$ cat config.mk
export PLATFORM = sky130hd
export DESIGN_NAME = sccb_master
export DESIGN_NICKNAME = d
export VERILOG_FILES = /design/src/rtl/sccb_pkg.sv /design/src/rtl/sccb_tick_gen.sv /design/src/rtl/sccb_master.sv
export SDC_FILE = /design/constraint.sdc
export NUM_CORES = 1
export LEC_CHECK = 0
export CORE_ASPECT_RATIO = 1.2
export CORE_MARGIN = 1.5
export CORE_UTILIZATION = 49
export CTS_BUF_LIST = sky130_fd_sc_hd__clkbuf_2 sky130_fd_sc_hd__clkbuf_4 sky130_fd_sc_hd__clkbuf_8
export DETAILED_ROUTE_END_ITERATION = 10
export PLACE_DENSITY = 0.73
export SLEW_MARGIN = 20
export SYNTH_ARGS = -nofsm -noshare
export SYNTH_HDL_FRONTEND = slang
export SYNTH_HIERARCHICAL = 1
export SYNTH_SLANG_ARGS = --single-unit
$ cat constraint.sdc
create_clock -name config_clk -period 3.6 [get_ports config_clk]
set_input_delay 0.36 -clock config_clk [delete_from_list [all_inputs] [get_ports config_clk]]
set_output_delay 0.36 -clock config_clk [all_outputs]
set_load 0.02 [all_outputs]
$ cat src/rtl/sccb_pkg.sv
// Shared command/response codes, FSM encoding and bus timing constants for the
// SCCB master and its prescaler.
package sccb_pkg;

  localparam logic [2:0] MCMD_IDLE = 3'd0;
  localparam logic [2:0] MCMD_WR   = 3'd1;
  localparam logic [2:0] MCMD_RD   = 3'd2;

  localparam logic [1:0] SRESP_NULL = 2'd0;
  localparam logic [1:0] SRESP_DVA  = 2'd1;
  localparam logic [1:0] SRESP_ERR  = 2'd3;

  localparam int BIT_QUARTERS = 4;
  localparam int GAP_TICKS    = 4;

  typedef enum logic [2:0] {
    ST_IDLE,
    ST_ERR,
    ST_START,
    ST_BITS,
    ST_STOP,
    ST_GAP,
    ST_RESP,
    ST_HOLD
  } state_e;

  // First byte of every phase: 7-bit device ID followed by the R/W flag.
  function automatic logic [7:0] addr_byte(input logic [6:0] id, input logic rd);
    return {id, rd};
  endfunction

endpackage

$ cat src/rtl/sccb_tick_gen.sv
// Quarter-bit tick prescaler: counts 0..max(sccb_div,1) and pulses tick on the
// terminal count; held at zero while disabled.
module sccb_tick_gen (
  input  logic       config_clk,
  input  logic       config_reset,
  input  logic       enable,
  input  logic [7:0] sccb_div,
  output logic       tick
);

  logic [7:0] count_q, count_d;
  logic [7:0] limit;

  always_comb begin
    limit = (sccb_div == 8'd0) ? 8'd1 : sccb_div;
    // >= so a divider lowered mid-count still wraps instead of running to 255
    tick  = enable && (count_q >= limit);
    if (!enable || tick) begin
      count_d = 8'd0;
    end else begin
      count_d = count_q + 8'd1;
    end
  end

  always_ff @(posedge config_clk) begin
    if (config_reset) begin
      count_q <= 8'd0;
    end else begin
      count_q <= count_d;
    end
  end

endmodule

$ cat src/rtl/sccb_master.sv
// SCCB bus master: accepts write/read commands from the config sequencer and
// runs them as 3-phase write or 2-phase write + 2-phase read cycles.
module sccb_master
  import sccb_pkg::*;
(
  input  logic        config_clk,
  input  logic        config_reset,
  input  logic [7:0]  sccb_div,
  input  logic [2:0]  mcmd,
  input  logic [14:0] maddr,
  input  logic [7:0]  mdata,
  output logic        scmdaccept,
  output logic [1:0]  sresp,
  output logic [7:0]  sdata,
  output logic        sio_c,
  output logic        sio_d_out,
  output logic        sio_d_oe,
  input  logic        sio_d_in
);

  localparam logic [1:0] LAST_Q   = 2'(BIT_QUARTERS - 1);
  localparam logic [1:0] LAST_GAP = 2'(GAP_TICKS - 1);

  state_e      state_q, state_d;
  logic [1:0]  quarter_q, quarter_d;
  logic [3:0]  bit_q, bit_d;
  logic [1:0]  byte_q, byte_d;
  logic        hold_q, hold_d;
  logic        phase_b_q, phase_b_d;
  logic        is_read_q, is_read_d;
  logic [14:0] addr_q, addr_d;
  logic [7:0]  data_q, data_d;
  logic [7:0]  rx_q, rx_d;
  logic [7:0]  sdata_q, sdata_d;

  logic        tick;
  logic        tick_en;
  logic        accept;
  logic [1:0]  resp_c;
  logic [7:0]  cur_byte;
  logic        last_bit;
  logic        rx_bit;
  logic [1:0]  last_byte;

  assign tick_en = (state_q == ST_START) || (state_q == ST_BITS) ||
                   (state_q == ST_STOP)  || (state_q == ST_GAP);

  sccb_tick_gen u_tick_gen (
    .config_clk   (config_clk),
    .config_reset (config_reset),
    .enable       (tick_en),
    .sccb_div     (sccb_div),
    .tick         (tick)
  );

  // Phase B byte 1 is the read byte; its transmit value is never driven.
  always_comb begin
    if (phase_b_q) begin
      cur_byte = (byte_q == 2'd0) ? addr_byte(addr_q[14:8], 1'b1) : 8'hFF;
    end else begin
      case (byte_q)
        2'd0:    cur_byte = addr_byte(addr_q[14:8], 1'b0);
        2'd1:    cur_byte = addr_q[7:0];
        default: cur_byte = data_q;
      endcase
    end
  end

  assign last_bit  = (bit_q == 4'd8);
  assign rx_bit    = phase_b_q && (byte_q == 2'd1) && !last_bit;
  assign last_byte = is_read_q ? 2'd1 : 2'd2;

  always_comb begin
    state_d   = state_q;
    quarter_d = quarter_q;
    bit_d     = bit_q;
    byte_d    = byte_q;
    hold_d    = hold_q;
    phase_b_d = phase_b_q;
    is_read_d = is_read_q;
    addr_d    = addr_q;
    data_d    = data_q;
    rx_d      = rx_q;
    sdata_d   = sdata_q;
    accept    = 1'b0;
    resp_c    = SRESP_NULL;
    sio_c     = 1'b1;
    sio_d_out = 1'b1;
    sio_d_oe  = 1'b0;

    case (state_q)
      ST_IDLE: begin
        if (mcmd != MCMD_IDLE) begin
          accept    = 1'b1;
          addr_d    = maddr;
          data_d    = mdata;
          is_read_d = (mcmd == MCMD_RD);
          phase_b_d = 1'b0;
          quarter_d = 2'd0;
          bit_d     = 4'd0;
          byte_d    = 2'd0;
          if (mcmd == MCMD_WR || mcmd == MCMD_RD) begin
            state_d = ST_START;
          end else begin
            state_d = ST_ERR;
            sdata_d = 8'h00;
          end
        end
      end

      ST_ERR: begin
        resp_c  = SRESP_ERR;
        hold_d  = 1'b0;
        state_d = ST_HOLD;
      end

      ST_START: begin
        sio_d_oe  = 1'b1;
        sio_d_out = !quarter_q[1];
        if (tick) begin
          quarter_d = quarter_q + 2'd1;
          if (quarter_q == LAST_Q) begin
            state_d = ST_BITS;
            bit_d   = 4'd0;
            byte_d  = 2'd0;
          end
        end
      end

      ST_BITS: begin
        sio_c = quarter_q[1];
        if (last_bit) begin
          // 9th bit is released, except the NA bit closing the read byte
          sio_d_oe = phase_b_q && (byte_q == 2'd1);
        end else if (!rx_bit) begin
          sio_d_oe  = 1'b1;
          sio_d_out = cur_byte[~bit_q[2:0]];
        end
        if (tick) begin
          quarter_d = quarter_q + 2'd1;
          if (rx_bit && quarter_q == 2'd2) begin
            rx_d = {rx_q[6:0], sio_d_in};
          end
          if (quarter_q == LAST_Q) begin
            if (last_bit) begin
              bit_d = 4'd0;
              if (byte_q == last_byte) begin
                state_d = ST_STOP;
              end else begin
                byte_d = byte_q + 2'd1;
              end
            end else begin
              bit_d = bit_q + 4'd1;
            end
          end
        end
      end

      ST_STOP: begin
        sio_d_oe  = 1'b1;
        sio_c     = (quarter_q != 2'd0);
        sio_d_out = (quarter_q == LAST_Q);
        if (tick) begin
          quarter_d = quarter_q + 2'd1;
          if (quarter_q == LAST_Q) begin
            if (is_read_q && !phase_b_q) begin
              state_d = ST_GAP;
            end else begin
              state_d = ST_RESP;
              sdata_d = is_read_q ? rx_q : 8'h00;
            end
          end
        end
      end

      ST_GAP: begin
        if (tick) begin
          quarter_d = quarter_q + 2'd1;
          if (quarter_q == LAST_GAP) begin
            state_d   = ST_START;
            phase_b_d = 1'b1;
          end
        end
      end

      ST_RESP: begin
        resp_c  = SRESP_DVA;
        hold_d  = 1'b0;
        state_d = ST_HOLD;
      end

      ST_HOLD: begin
        // The sequencer's stale command is still on mcmd here; ignore it.
        hold_d = 1'b1;
        if (hold_q) begin
          state_d = ST_IDLE;
        end
      end

      default: state_d = ST_IDLE;
    endcase
  end

  always_ff @(posedge config_clk) begin
    if (config_reset) begin
      state_q   <= ST_IDLE;
      quarter_q <= 2'd0;
      bit_q     <= 4'd0;
      byte_q    <= 2'd0;
      hold_q    <= 1'b0;
      phase_b_q <= 1'b0;
      is_read_q <= 1'b0;
      addr_q    <= 15'd0;
      data_q    <= 8'd0;
      rx_q      <= 8'd0;
      sdata_q   <= 8'd0;
    end else begin
      state_q   <= state_d;
      quarter_q <= quarter_d;
      bit_q     <= bit_d;
      byte_q    <= byte_d;
      hold_q    <= hold_d;
      phase_b_q <= phase_b_d;
      is_read_q <= is_read_d;
      addr_q    <= addr_d;
      data_q    <= data_d;
      rx_q      <= rx_d;
      sdata_q   <= sdata_d;
    end
  end

  assign scmdaccept = accept && !config_reset;
  assign sresp      = config_reset ? SRESP_NULL : resp_c;
  assign sdata      = sdata_q;

endmodule
==> flow_summary.json, run 1 <==
{
  "status": "completed",
  "place_congestion": 0.888,
  "grt_max_degree": 32,
  "postSynth.asyncResetShare": 0,
  "holdBufCountCts": 0,
  "yosysTopAreaCell": "dfxtp_1",
  "crit_buf_inv": 1,
  "setup-violations-final": 0,
  "hold_viol_final": 0,
  "syn_inst": 425,
  "post_cts_buffers": 0,
  "tns_ns": 0,
  "max_freq_ghz": 0.318,
  "cts_buffer_depth": 2,
  "start_util": 0.501,
  "die_h_um": 94.2,
  "post_cts_resized": 0,
  "drcViolationCount": 0,
  "synthTopCellsByArea": "dfxtp_1 (36%), a21oi_1 (8.1%), ha_1 (7.0%)",
  "cp-start-kind": "primary input",
  "drv_slew": 0,
  "nets": 523,
  "syn_avg_cell_area_um2": 7.99,
  "drtPass1Iterations": 4,
  "layout-drive-gt1-share": 0.0720,
  "vias": 3129,
  "powerDensity_nw_per_um2": 617,
  "max_cap_viol_count": 0,
  "diodes": 0,
  "seq_area_frac_synth": 0.360,
  "fp-row-count": 33,
  "min_path_type": "reg -> reg",
  "drt_iter0_markers": 171,
  "leakage_nw": 1.52,
  "fin_crit_ns": 3.14,
  "io_buffers": 50,
  "slew-limit-headroom": 0.339,
  "cpPeakStageDelay_ns": 0.50,
  "grt_pass1_vias": 2871,
  "synth_fp_nets": 481,
  "finalCritPeriodShare": 0.873,
  "synth_warnings": 6,
  "end_kind": "flop",
  "syn-cell-area_um2": 3400,
  "tritoncts": "yes",
  "wire_per_inst_um": 14.6,
  "via_per_inst": 5.60,
  "ir_drop_v": 0.000286,
  "grt_pass1_wl_um": 13200,
  "htree_levels": 3,
  "dieArea_um2": 7440,
  "clock_skew_ns": 0.0108,
  "synth_edf_count": 0,
  "dieWidth_um": 79.0,
  "critPathMaxFanout": 10,
  "crit_chain": "clkdlybuf4s50_1, nor4_1, a41o_1, ha_1, nand2b_1, a31oi_2, nor3_1, o21a_1, a21o_1, a22oi_1, or2_1, or4_1, a21oi_1",
  "num_io_pins": 51,
  "ant_nets": 0,
  "area_growth_pct": 21.8,
  "synth.distinct_cells": 57,
  "place_hpwl_um": 5770,
  "cp_slowest_cell": "or4_1",
  "crit_type": "in -> reg",
  "worstPathArrival_ns": 3.41,
  "crit_family": "simple AND/OR/NAND/NOR gates",
  "drt_wl_total_um": 8160,
  "cts_sinks": 61,
  "core_area_um2": 6770,
  "synth_top_area_frac": 0.360,
  "crit_required_ns": 3.87,
  "timing.final.ws_setup_ns": 0.457,
  "overflow": 0,
  "worstMarginPinSlew_ns": 0.985,
  "root_buffer": "clkbuf_8",
  "synth_seq_cells": 61,
  "yosysMostFrequentCell": "dfxtp_1",
  "synth_commonest_cells": "dfxtp_1 (61), nand2_1 (59), a21oi_1 (55), nor2_1 (37), inv_1 (21)",
  "synthFlopType": "dfxtp_1",
  "pre_cts_ws_ns": 0.164,
  "grt_antenna_before_repair": 0,
  "insertion_delay_ns": 0.34,
  "cts_buffers": 9,
  "fillers": 659,
  "grtUsageTotal": 0.227,
  "rsz0062_at_grt": "no",
  "cts.clk_slew.worst_paths_ns": 0.07
}
==> cell type report <==
type | instances | area [um2] | share of cell area
multi-input cells | 315 | 1970 | 0.475
flip-flops and latches | 61 | 1220 | 0.295
repair buffers | 57 | 551 | 0.133
clock buffers | 11 | 145 | 0.0351
well taps | 87 | 109 | 0.0263
inverters | 23 | 86.3 | 0.0209
clock inverters | 5 | 60.1 | 0.0145
==> cells in the final DEF, fill, tap and decap left out, drive strengths merged, types with 4 or more instances in the layout <==
cell | synthesis | routed
clkbuf | 19 | 11
nand3 | 19 | 19
a21oi | 55 | 55
a21o | 4 | 4
or3 | 4 | 4
clkinv | 2 | 5
o21ai | 12 | 12
nor3 | 6 | 6
a2111oi | 5 | 5
nor2 | 38 | 38
inv | 21 | 21
ha | 19 | 19
nand2b | 14 | 14
xor2 | 5 | 5
nor4 | 4 | 4
a221oi | 4 | 4
dfxtp | 61 | 61
buf | 7 | 8
clkdlybuf4s50 | 0 | 48
nor3b | 7 | 7
nand2 | 59 | 59
mux2i | 11 | 11
==> stage by stage <==
step	power, W	hold WS, ns	cells	utilization	cell area (um2)
after floorplan	0.00164	0.432	425	-	3400
after global placement	0.00190	0.444	543	0.580	3930
after detailed placement	0.00193	0.448	543	0.580	3930
after CTS	0.00256	0.459	559	0.611	4140
after global routing	0.00271	0.480	559	0.611	4140
final	0.00255	0.457	559	0.611	4140
==> sequential cells by signal, indices dropped and copies added, names as in the netlist <==
name,count
phase_b_q,1
bit_q,4
byte_q,2
rx_q,8
quarter_q,2
addr_q,15
hold_q,1
sdata,8
data_q,8
u_tick_gen/count_q,8
state_q,3
is_read_q,1
==> report_power, final <==
group	internal [W]	total, W	switching (W)
clock	0.000347	0.000628	0.000280
sequential	0.000780	0.000869	0.0000888
combinational	0.000418	0.00106	0.000637
total	0.00155	0.00255	0.00101
==> metal layers <==
layer  global-route usage  routed length (um)
met2                0.395                4160
met1                0.269                3540
met3               0.0379                 342
met5                    0                   0
met4                0.108                 120
==> final timing paths <==
kind	slack, ns	end	cells past startpoint	startpoint
max	0.46	bit_q[3]	13	sccb_div[3]
min	0.46	addr_q[14]	2	addr_q[14]
max reg2reg	0.78	bit_q[3]	11	u_tick_gen/count_q[0]
min reg2reg	0.46	addr_q[14]	2	addr_q[14]
==> cells by family after synthesis <==
| group | count (synthesis) | synth area share |
|---|---|---|
| buffers and inverters | 49 | 0.0615 |
| xor gates and xnor gates | 7 | 0.0181 |
| muxes | 11 | 0.0324 |
| adders and majority gates | 19 | 0.0700 |
| and+or+nand+nor | 172 | 0.246 |
| DFF | 61 | 0.360 |
| AOI/OAI and AO/OA | 106 | 0.212 |
==> worst register-to-register path, cell delays in order, from the launching register on <==
cell and delay [ns]:
dfxtp_1 0.42, inv_1 0.08, ha_1 0.27, nand2b_1 0.11, a31oi_2 0.12, nor3_1 0.16, o21a_1 0.37, a21o_1 0.17
a22oi_1 0.10, or2_1 0.32, or4_1 0.50, a21oi_1 0.15
Power figures use the tool's default switching activity.
==> run 2: changes to the inputs <==
Settings changed: CORE_UTILIZATION 49 to 45, PLACE_DENSITY 0.73 to 0.68.
==> run 2 against run 1 <==
Compared with the run above: critical endpoint is now sio_d_out; cell area fell by 0.54%; critical path depth fell by 5; final cell count rose by 0.18%; sequential power rose by 2.4%; total power fell by 2.4%; via count fell by 1.1%; sequential share of layout area rose by 0.16 points; first-iteration DRC count fell by 37%; sequential cell count did not move; fmax fell by 7.0%; setup slack got worse by 0.24 ns; die area rose by 8.6%.
==> flow_summary.json, run 2 (synthesis results as in run 1) <==
{
  "status": "completed",
  "final-seq-area_um2": 1220,
  "reg2reg_to": "state_q[2]",
  "fin_crit_ns": 3.38,
  "nets": 522,
  "cts.clk_slew.worst_paths_ns": 0.07,
  "finalPower_w": 0.00249,
  "core_area_um2": 7270,
  "insertion_delay_ns": 0.34,
  "overflow": 0,
  "reg2reg_slack_ns": 0.63,
  "pre_cts_ws_ns": 0.0617,
  "powerDensity_nw_per_um2": 605,
  "grtUsageTotal": 0.209,
  "worstMarginPinSlew_ns": 0.938,
  "p_clk_frac": 0.232,
  "final_common_cell": "dfxtp_1",
  "largest_register": "addr_q",
  "area_growth_pct": 21.2,
  "rsz0062_at_grt": "no",
  "place_congestion": 0.821,
  "setup-violations-final": 0,
  "top_usage_layer": "met2",
  "die_h_um": 98.2,
  "num_io_pins": 51,
  "critPathMaxFanout": 13,
  "grt_use_met1": 0.252,
  "rr_worst_depth": 8,
  "hold_viol_final": 0,
  "slew-limit-headroom": 0.370,
  "grt_max_degree": 32,
  "pwr-share-seq": 0.358,
  "intPower_w": 0.00151,
  "critPathLaunch": "byte_q[0]",
  "p_sw_frac": 0.393,
  "cts_sinks": 61,
  "cp-endpoint": "sio_d_out",
  "fp-row-count": 34,
  "crit_required_ns": 3.24,
  "worstPathArrival_ns": 3.02,
  "grt_pass1_vias": 2951,
  "postLayoutCellArea_um2": 4120,
  "min_path_type": "reg -> reg",
  "wire_per_inst_um": 14.3,
  "max_freq_ghz": 0.296,
  "comb_power_share": 0.410,
  "drv_slew": 0,
  "layout-drive-gt1-share": 0.0702,
  "max_cap_viol_count": 0,
  "grt_use_met2": 0.344,
  "placed_cell_area_um2": 3930,
  "clock_skew_ns": 0.00726,
  "finalCritPeriodShare": 0.939,
  "crit_type": "reg -> out",
  "tns_ns": 0,
  "drt_iter0_markers": 108,
  "io_buffers": 50,
  "multi_input_area_um2": 1970,
  "drtPass1Iterations": 6,
  "fillers": 662,
  "drt_wl_total_um": 8010,
  "start_util": 0.467,
  "mostFrequentLayoutCells": "dfxtp_1 (61), nand2_1 (59), a21oi_1 (55), clkdlybuf4s50_1 (49), nor2_1 (37)",
  "ant_nets": 0,
  "drcViolationCount": 0,
  "leakage_nw": 1.51,
  "largest_reg_flops": 15,
  "diodes": 0,
  "vias": 3094,
  "htree_levels": 3,
  "dieArea_um2": 8080,
  "grt_antenna_before_repair": 0,
  "cts_buffer_depth": 2,
  "cp-start-kind": "flop",
  "end_kind": "primary output",
  "p_switching_w": 0.000979,
  "tritoncts": "yes",
  "cts_buffers": 9,
  "timing.final.ws_setup_ns": 0.221,
  "use_met3": 0.0393,
  "grt_pass1_wl_um": 13100,
  "r2r_start": "state_q[2]",
  "place_hpwl_um": 5690,
  "ir_drop_v": 0.000348,
  "dieWidth_um": 82.3,
  "utilization": 0.566,
  "root_buffer": "clkbuf_8",
  "via_per_inst": 5.53
}
## run 2: changes by cell type in the layout (fill, tap and decap cells not counted), sizes merged
cell           before  now
buf                 8    7
dlymetal6s2s        1    0
clkbuf             11   10
clkdlybuf4s50      48   49
## run 2: layout make-up
class | instances | share of cell area
clock inverter | 5 | 0.0128
inverter | 23 | 0.0210
timing repair buffer | 56 | 0.131
multi-input combinational | 315 | 0.479
tap | 90 | 0.0274
sequential | 61 | 0.297
clock buffer | 10 | 0.0319
## run 2: power groups by stage
stage	Sequential, W	Clock (W)	Combinational (W)
floorplan	0.000842	0	0.000793
global placement	0.000902	0	0.000993
detailed placement	0.000903	0	0.00102
CTS	0.000888	0.000592	0.00102
global route	0.000905	0.000620	0.00113
finish	0.000890	0.000579	0.00102
## run 2: metal layers
metal	share of wire	vias to the layer above
li1	-	1562
met1	0.45	1431
met2	0.48	76
met3	0.041	25
met4	0.028	0
met5	0	-
## run 2: repair_timing
item | in CTS | in global routing
resized for setup | 0 | 1
setup endpoints to repair | 0 | 1
hold buffers | 0 | 0
hold endpoints to repair | 0 | 0
buffers inserted | 0 | 0
## run 2: how the worst min path moves through the flow
stage,end,startpoint,cells after the start
after global routing,addr_q[14],addr_q[14],2
after CTS,addr_q[14],addr_q[14],2
after global placement,data_q[5],data_q[5],2
after floorplan,data_q[0],data_q[0],2
final,addr_q[14],addr_q[14],2
after detailed placement,addr_q[14],addr_q[14],2
## run 2: per-stage QoR
| step | cells | hold slack [ns] |
|---|---|---|
| finish | 560 | 0.454 |
| global route | 560 | 0.472 |
| CTS | 560 | 0.455 |
| detailed placement | 545 | 0.446 |
| global placement | 545 | 0.441 |
| floorplan | 425 | 0.432 |
## run 2: critical path, cell delays in order (launching register included)
cell and delay, ns:
dfxtp_1 0.42, inv_1 0.07, ha_1 0.35, nor3b_2 0.28, a21oi_1 0.07, a211oi_1 0.29, o32ai_1 0.13, o311ai_0 0.38
clkdlybuf4s50_1 0.69
==> run 3: changes to the inputs <==
Settings changed: SLEW_MARGIN 20 to unset.
==> results of run 3 <==
The final DEF is identical to that of run 2; final timing and power are the same.
==> edit: new RTL, config.mk and constraints of run 3 <==
Add an input register stage for `sccb_div`, `mcmd`, `maddr`, `mdata` and `sio_d_in`, cleared by the reset; this delays them by one clock.
--- a/src/rtl/sccb_master.sv
+++ b/src/rtl/sccb_master.sv
@@ -21,6 +21,28 @@
   localparam logic [1:0] LAST_Q   = 2'(BIT_QUARTERS - 1);
   localparam logic [1:0] LAST_GAP = 2'(GAP_TICKS - 1);
 
+  logic [7:0] sccb_div_q;
+  logic [2:0] mcmd_q;
+  logic [14:0] maddr_q;
+  logic [7:0] mdata_q;
+  logic sio_d_q;
+
+  always_ff @(posedge config_clk) begin
+    if (config_reset) begin
+      sccb_div_q <= '0;
+      mcmd_q     <= '0;
+      maddr_q    <= '0;
+      mdata_q    <= '0;
+      sio_d_q    <= '0;
+    end else begin
+      sccb_div_q <= sccb_div;
+      mcmd_q     <= mcmd;
+      maddr_q    <= maddr;
+      mdata_q    <= mdata;
+      sio_d_q    <= sio_d_in;
+    end
+  end
+
   state_e      state_q, state_d;
   logic [1:0]  quarter_q, quarter_d;
   logic [3:0]  bit_q, bit_d;
@@ -49,7 +71,7 @@
     .config_clk   (config_clk),
     .config_reset (config_reset),
     .enable       (tick_en),
-    .sccb_div     (sccb_div),
+    .sccb_div     (sccb_div_q),
     .tick         (tick)
   );
 
@@ -90,16 +112,16 @@
 
     case (state_q)
       ST_IDLE: begin
-        if (mcmd != MCMD_IDLE) begin
+        if (mcmd_q != MCMD_IDLE) begin
           accept    = 1'b1;
-          addr_d    = maddr;
-          data_d    = mdata;
-          is_read_d = (mcmd == MCMD_RD);
+          addr_d    = maddr_q;
+          data_d    = mdata_q;
+          is_read_d = (mcmd_q == MCMD_RD);
           phase_b_d = 1'b0;
           quarter_d = 2'd0;
           bit_d     = 4'd0;
           byte_d    = 2'd0;
-          if (mcmd == MCMD_WR || mcmd == MCMD_RD) begin
+          if (mcmd_q == MCMD_WR || mcmd_q == MCMD_RD) begin
             state_d = ST_START;
           end else begin
             state_d = ST_ERR;
@@ -139,7 +161,7 @@
         if (tick) begin
           quarter_d = quarter_q + 2'd1;
           if (rx_bit && quarter_q == 2'd2) begin
-            rx_d = {rx_q[6:0], sio_d_in};
+            rx_d = {rx_q[6:0], sio_d_q};
           end
           if (quarter_q == LAST_Q) begin
             if (last_bit) begin
Function: changed (Yosys sat finds a counterexample within 4 cycles, from zero or initial values and one cycle with config_reset high).
==> edit against run 3 <==
Synthesized area increased by 22%. Sequential cell count up 35. Worst setup slack improved by 0.39 ns. Fmax grew 13%. Final area grew 20%. Clock power grew 37%. Largest power group is now registers. Cell count grew 14%. Critical path type unchanged. Wire length is 3.8% higher. Power up 5.0%.
==> edit: results (changes against run 3) <==
outcome finished clean; Worst Hold Path EP rx_q[5]; f_max 0.335 GHz (+13%); M3 GR Usage 0.0464 (+0.00716); first-pass GRT wire length 14000 microns (+6.7%); clock-pin slew on the worst setup and hold paths 0.09 ns (+0.02 ns); flop-to-flop setup slack 0.78 ns (+0.15 ns); CP max FO 12 (-1); Max IR drop VDD 0.000232 V (-33%); Placement Setup Slack 0.590 ns (+0.528 ns); DR WL/cell 13.0 microns (-9.0%); R2R cell count 12 (+4); met1 GRT Util 0.234 (-0.0183); Nets 568 (+8.8%); Vias/cell 5.15 (-6.7%); Setup TNS 0 ns (unchanged); Pleak 1.79 nW (+19%); Fin Clk Skew 0.00420 ns (-0.00306 ns); # H-tree levels 3 (unchanged); critical path arrival 2.63 ns (-0.39 ns); worst-margin pin slew 0.690 ns (-0.248 ns); met2 usage 0.285 (-0.0588); Clock Path Buffers 2 (unchanged); synthesized area per cell 8.76 sq um (+9.6%); DP Cell Count 623 (+14%); r2r startpoint sccb_div_q[3]; metal1 wirelength 3960 microns (+9.8%); critical path's largest stage delay 0.42 ns (-0.27 ns); Post-synth top cells 96 x dfxtp_1, 68 x nand2_1, 53 x a21oi_1; post-synth cell types 59 (+3.5%); DP Area 4720 sq um (+20%); WL met2 3900 microns (+1.3%); sequential fraction of the synthesis area 0.465 (+0.105); mux contribution to synthesized area 0.0315 (-0.000957); non-filler cells, final 639 (+14%); Post-Synth Adder-Cell Area 0.0514 (-0.0186); WHS 0.379 ns (-0.0748 ns); Hold Startpoint config_reset; Hold WC Path Type in2reg; DRT iter0 DRCs 190 (+76%); post-synth net total 526 (+9.4%); Compound-Gate Fraction of Synth Area 0.148 (-0.0643); switching pwr 0.000827 W (-16%); RePlAce Congestion 0.916 (+12%); fraction of layout cells with a size suffix above 1 0.0694 (-0.000849); CP max-delay cell o41ai_1; DR WL met3 327 microns (-0.91%); Area contributors post-synth dfxtp_1 46%, a21oi_1 6.4%, nand2_1 6.2%; Total GRT Usage 0.181 (-0.0286); detailed placement HPWL 5860 microns (+3.1%)
## edit: kinds of logic after synthesis
family	Yosys count
multiplexers	13
buffers and inverters	45
AO/OA/AOI/OAI	95
flip-flops	96
adder cells (fa/ha/maj)	17
XOR/XNOR	8
AND/OR/NAND/NOR	198
## edit: final cells by class
type | count | area, sq um
fillers | 812 | 4040
flip-flops and latches | 96 | 1920
repair buffers | 55 | 536
well taps | 120 | 150
inverters | 21 | 78.8
multi-input cells | 331 | 2030
clock buffers | 9 | 124
clock inverters | 7 | 101
## edit: power by group through the flow
stage                     Sequential [W]  Clock, W  Combinational [W]
after global placement           0.00124         0           0.000600
after CTS                        0.00122  0.000816           0.000612
after global routing             0.00123  0.000868           0.000672
after floorplan                  0.00120         0           0.000464
final                            0.00122  0.000794           0.000602
after detailed placement         0.00124         0           0.000609
## edit: what timing repair did
item	in CTS	in global routing
gates resized for setup	0	2
setup endpoints to repair	0	1
hold endpoints to repair	0	0
